## src/rtl/fp_regfile_fwd.sv

```systemverilog
// FP register file (32 x 32) with E3/W operand forwarding and E1/E2 RAW stall detect.
// Latency: operand/select/stall outputs are combinational; writes land in storage at the next clk edge.
// Backpressure: stall_fp holds IF/ID and bubbles E1; optional stall counter under `FP_STALL_CNT_EN`.
module fp_regfile_fwd (
  input  logic        clk,
  input  logic        clrn,
  input  logic [4:0]  fs,
  input  logic [4:0]  ft,
  input  logic        use_fs,
  input  logic        use_ft,
  input  logic [4:0]  e1n,
  input  logic [4:0]  e2n,
  input  logic [4:0]  e3n,
  input  logic        e1w,
  input  logic        e2w,
  input  logic        e3w,
  input  logic [31:0] ed,
  input  logic [4:0]  wn,
  input  logic [31:0] wd,
  input  logic        ww,
  output logic [31:0] a,
  output logic [31:0] b,
  output logic [1:0]  fwdfa,
  output logic [1:0]  fwdfb,
  output logic        stall_fp,
  output logic [15:0] stall_cnt
);

  localparam logic [1:0] SRC_RF = 2'd0;
  localparam logic [1:0] SRC_E3 = 2'd1;
  localparam logic [1:0] SRC_W  = 2'd2;

  logic [31:0] regs_q [32];

  // Storage write from the W stage; every register (including 0) is writable.
  always_ff @(posedge clk or negedge clrn) begin
    if (!clrn) begin
      for (int i = 0; i < 32; i++) regs_q[i] <= '0;
    end else if (ww) begin
      regs_q[wn] <= wd;
    end
  end

  // Operand a select: E3 is younger than W, so it wins; W gives write-through.
  always_comb begin
    fwdfa = SRC_RF;
    a     = regs_q[fs];
    if (e3w && (e3n == fs)) begin
      fwdfa = SRC_E3;
      a     = ed;
    end else if (ww && (wn == fs)) begin
      fwdfa = SRC_W;
      a     = wd;
    end
  end

  // Operand b select, same priority as operand a.
  always_comb begin
    fwdfb = SRC_RF;
    b     = regs_q[ft];
    if (e3w && (e3n == ft)) begin
      fwdfb = SRC_E3;
      b     = ed;
    end else if (ww && (wn == ft)) begin
      fwdfb = SRC_W;
      b     = wd;
    end
  end

  // Results still in E1/E2 are not available yet, so a reader must wait them out.
  always_comb begin
    stall_fp = (use_fs && ((e1w && (e1n == fs)) || (e2w && (e2n == fs)))) ||
               (use_ft && ((e1w && (e1n == ft)) || (e2w && (e2n == ft))));
  end

`ifdef FP_STALL_CNT_EN
  logic [15:0] cnt_q;
  logic [15:0] cnt_d;

  // Saturating count of stalled cycles; never wraps.
  always_comb begin
    cnt_d = cnt_q;
    if (stall_fp && (cnt_q != 16'hFFFF)) cnt_d = cnt_q + 16'd1;
  end

  // Counter register, cleared by reset.
  always_ff @(posedge clk or negedge clrn) begin
    if (!clrn) cnt_q <= '0;
    else       cnt_q <= cnt_d;
  end

  assign stall_cnt = cnt_q;
`else
  assign stall_cnt = 16'h0000;
`endif

endmodule

```

## config.mk

```make
export PLATFORM = sky130hd
export DESIGN_NAME = fp_regfile_fwd
export DESIGN_NICKNAME = d
export VERILOG_FILES = /design/src/rtl/fp_regfile_fwd.sv
export SDC_FILE = /design/constraint.sdc
export NUM_CORES = 2
export LEC_CHECK = 0
export BUFFER_PORTS_ARGS = -buffer_cell sky130_fd_sc_hd__buf_4
export CAP_MARGIN = 20
export CORE_ASPECT_RATIO = 1.25
export CORE_MARGIN = 4
export CORE_UTILIZATION = 45
export CTS_CLUSTER_DIAMETER = 80
export DETAILED_ROUTE_END_ITERATION = 10
export GPL_ROUTABILITY_DRIVEN = 1
export PLACE_DENSITY = 0.68
export SYNTH_ARGS = -nofsm -noshare
export SYNTH_HDL_FRONTEND = slang
export SYNTH_SLANG_ARGS = --single-unit
```

## constraint.sdc

```tcl
create_clock -name clk -period 2.1 [get_ports clk]
set_input_delay 0 -clock clk [delete_from_list [all_inputs] [get_ports clk]]
set_output_delay 0 -clock clk [all_outputs]
set_load 0.005 [all_outputs]
```

* Word level (Yosys, flattened, before mapping)
Index checks and enable logic that the tools add are counted.
Word-level totals: flip-flop bits (word level) 1024, output and inout bits 85, logic and storage cells 78
Cells by class: $lt $le $gt $ge 4, equality and inequality tests 8, mux-type cells 17, bitwise logic cells 3, reduce and logical (&&, ||, !) cells 14
Operators with widths (count):
- bitwise mux 1024 bit | 1
- binary-select mux 32 bit (select 5 bit) | 2
- 2-to-1 mux 32 bit | 9
- demux 32 bit (select 5 bit) | 1
- equality test 5 bit | 8
- >= comparator 6 bit (second input constant) | 3
- inverter 5 -> 6 bit | 3
- logical AND 1 bit | 11
- 2-to-1 mux 2 bit | 4
- less-than comparator 6 x 1 -> 1 bit (second input constant) | 1
- logical OR 1 bit | 3

* Logic depth before layout (Yosys ltp)
depth after elaboration 6, depth in mapped cells 10, mapped depth without buffers 6

* Worst setup path after synthesis
Ideal clock, no wire load.
kind in2out, start input ft[0], end output b[12], arrival time 1.626 ns, required time 2.100 ns, slack 0.474 ns, cell stages on the path 8, path buffers 3, cells stage by stage buf_2 > buf_2 > buf_2 > mux2i_1 > o22ai_1 > nor4_1 > nand3_1 > o31a_1
On the way: word-level cells in the longest chain between the ends 6
RTL lines:
- start, declared | RTL line 8 | input logic [4:0] ft,
- inverter 5 -> 6 bit (implied by the code) | RTL line 60 | b = regs_q[ft];
- binary-select mux 32 bit (select 5 bit) | RTL line 60
- 2-to-1 mux 32 bit (implied by the code) (2 in a row) | RTL line 60
- 2-to-1 mux 32 bit | RTL line 64 | end else if (ww && (wn == ft)) begin
- 2-to-1 mux 32 bit (*) | RTL line 61 | if (e3w && (e3n == ft)) begin
- end, declared | RTL line 22 | output logic [31:0] b,
Mark *: on every way between the ends. The rest lies on a longest branch, timed or not. The select of a mux whose other input is x is not followed.

* Worst setup path after layout
start register regs_q[202] in the netlist's numbering, end output a[10]
On the way: word-level cells in the longest chain between the ends 5
RTL lines:
- start, declared | RTL line 33 | logic [31:0] regs_q [32];
- start signal, assigned by index | RTL line 40 | regs_q[wn] <= wd;
- binary-select mux 32 bit (select 5 bit) | RTL line 47 | a = regs_q[fs];
- 2-to-1 mux 32 bit (implied by the code) (2 in a row) | RTL line 47
- 2-to-1 mux 32 bit | RTL line 51 | end else if (ww && (wn == fs)) begin
- 2-to-1 mux 32 bit | RTL line 48 | if (e3w && (e3n == fs)) begin
- end, declared | RTL line 21 | output logic [31:0] a,
No other way between the ends. The select of a mux whose other input is x is not followed.

==> reports/metrics.yaml <==
synthesis:
  netlist_area_sq_um: 56200
  async_flop_share: 1.00
  synth_top_family_by_area: "multiplexers"
  seq_area_frac_synth: 0.456
  syn_inst: 4604
  syn-mean-instance-area_sq_um: 12.2
  synth_seq_cells: 1024
  synth_edf_count: 0
  synth-simple-area-share: 0.0527
  synth_ff_type: "dfrtp_1"
  ys_types: 56
  synth.area.mux_share: 0.354
  synthAdderAreaFrac: 0
  synth_xor_area_frac: 0.00623
  yosysWarnings: 0
  synth_compound_area_frac: 0.0887
worst_setup_path:
  timing.rr.end: "regs_q[44]"
  r2r_slack_ps: 1180
  worstPathCellList: "mux2i_1 > o22ai_1 > or4_4 > a31oi_4 > a31oi_1 > buf_4 > buf_6"
  slowest_stage: "or4_4"
  crit_end: "a[10]"
  critical_path_class: "reg2out"
  crit_arrival_ps: 2550
  timing.rr.start: "regs_q[44]"
  worstPathRequired_ps: 2100
  cp-startpoint: "regs_q[202]"
  end_kind: "output pin"
  critical_path.max_stage_delay_ps: 580
  ff2ff_path_depth: 2
  start_kind: "register"
  critPathMaxFanout: 3
global_route:
  track_usage: 0.310
  grt_start_max_net_pins: 100
  overflow: 0
  grt_pass1_vias: 44800
  antenna_found_initial: 9
  grt_pass1_wl_mm: 300
cells_and_area:
  area_growth_pct: 21.3
  largest_reg_flops: 1024
  multiInputGateArea_sq_um: 29600
  mostFrequentLayoutCell: "dfrtp_1"
  nNetsFinal: 5041
  final_cell_mix: "dfrtp_1, mux2_2, mux2i_1"
  layout-drive-gt1-share: 0.415
  stdcell_area_sq_um: 68200
  top_regs: "regs_q x1024"
  final_util: 0.551
  stdcell_count: 6642
  regArea_sq_um: 25600
  n_fill_cell: 10100
  top_register: "regs_q"
sta:
  finalSetupTns_ps: -16990
  fin_ws_ps: -447
  fmax_mhz: 393
  worst_slew_pin_slew_ps: 1120
  hold_viol: 0
  min_period_over_period: 1.21
  worst_hold_slack_ps: 78.2
  setup_viol_count_final: 64
  finClkSkew_ps: 0
  rsz0062_at_grt: "yes"
  slew_headroom: 0.255
  drv_slew: 0
  period_needed_ps: 2550
floorplanning:
  initial_core_util: 0.454
  fp.dieArea_sq_um: 131000
  core-area_sq_um: 124000
  fp-row-count: 144
  die_y_um: 403
  io_pins: 187
  die_x_um: 324
pwr:
  power_mw: 59.9
  peakVddDrop_mv: 0.694
  leakage_nw: 30.5
  power.density_nw_per_um2: 878
placement:
  placed_area_sq_um: 62800
  place.gp.congestion: 0.944
  io_buffers: 170
  placed_cells: 6374
  dp_hpwl_mm: 139
  place_worst_setup_slack_ps: -248
flow_run:
  drv_cap: 0
route:
  drtIter0Drc: 4732
  wl_per_cell_um: 30.9
  wirelength_mm: 205
  drtPass1Iterations: 5
  ant_nets: 0
  drc: 0
  routed_via_density: 6.63
  vias: 44000
run_status:
  status: "finished, violations left"
  violations: "setup timing"
clocking:
  cts_sinks: 1024
  cts-buffers-inserted: 104
  clockRootBuffer: "clkbuf_16"
  cts_max_level: 3
  clk_path_buf_depth: 3
  cts_tree: "yes"
  clk_pin_slew_ps: 70
  clock_latency_ps: 730
worst_hold_path:
  hp-class: "in2reg"
==> cell usage after synthesis (6+ instances only) <==
master,n,area share
nand4b_1,6,0.00093
clkbuf_1,254,0.017
o22ai_1,257,0.029
a31oi_1,25,0.0028
a21oi_1,25,0.0022
mux4_2,190,0.076
xnor2_1,24,0.0037
o31a_1,14,0.0022
nor3_1,81,0.0072
o21a_1,18,0.0024
and2_1,17,0.0019
a211oi_2,13,0.0029
a221oi_1,60,0.0093
o21ai_0,286,0.025
nand2_2,16,0.0018
nand2_1,243,0.016
a22o_1,21,0.0033
inv_1,36,0.0024
nor4_1,65,0.0072
nor2_1,49,0.0033
nand4bb_1,6,0.0012
and4_1,27,0.0042
buf_2,137,0.012
a211oi_1,6,0.00080
mux2_2,816,0.16
a22oi_1,49,0.0065
dfrtp_1,1024,0.46
mux2i_1,643,0.11
xor2_1,16,0.0025
a31o_2,7,0.0011
buf_6,13,0.0026
buf_4,57,0.0076
nand4_1,6,0.00067
nand3_1,38,0.0034
buf_1,9,0.00060
==> worst min-delay path by stage <==
stage                     cells past startpoint            to  slack, ps  start
final                                         4   regs_q[674]         80  wn[2]
after global placement                        1  regs_q[1020]        -40   clrn
after floorplan                               0     regs_q[0]       -300   clrn
after global routing                          4   regs_q[642]         60  wn[4]
after CTS                                     4   regs_q[642]         10  wn[2]
after detailed placement                      1  regs_q[1020]        -50   clrn
==> area by class of cell <==
cell class / instances / area share
antenna: 10 / 0.000367
tap: 1606 / 0.0295
timing repair buffer: 686 / 0.105
clock buffer: 149 / 0.0454
inverter: 37 / 0.00204
sequential: 1024 / 0.376
multi-input combinational: 3086 / 0.433
clock inverter: 44 / 0.00864
==> where the power goes <==
part	switching [mW]	total, mW	internal, mW	leakage (nW)
clock	8.32	19.9	11.6	1.81
combinational	5.92	13.3	7.38	15.5
sequential	3.07	26.6	23.6	13.1
total	17.3	59.9	42.6	30.5
==> worst max-delay path: cells and delay by family (launching register included) <==
family | cells | cell delay [ps]
AOI/OAI and AO/OA | 3 | 390
muxes | 1 | 160
DFF | 1 | 400
buffers and inverters | 2 | 280
and+or+nand+nor | 1 | 580
==> routing by layer <==
layer  share of wire  up-vias  routed length (um)  GRT usage
met5         0.00088        -                 180    0.00753
met4           0.065        8               13300      0.176
met3            0.10      731               20600     0.0746
met2            0.46     2579               93500      0.485
met1            0.38    22700               77500      0.394
li1                -    18000                   -          -
==> cells by family after synthesis <==
logic type | after synthesis
AND/OR/NAND/NOR | 591
other | 1
XOR/XNOR | 40
AO/OA/AOI/OAI | 790
buffers and inverters | 509
flip-flops | 1024
multiplexers | 1649
==> what timing repair did <==
action,CTS,global route
setup buffers,31,10
setup endpoints to repair,64,64
pin swaps,162,106
gates resized for setup,202,53
hold buffers,35,0
endpoints found under the hold margin,1890,0
Note: power is estimated with default switching activity, not from simulation.
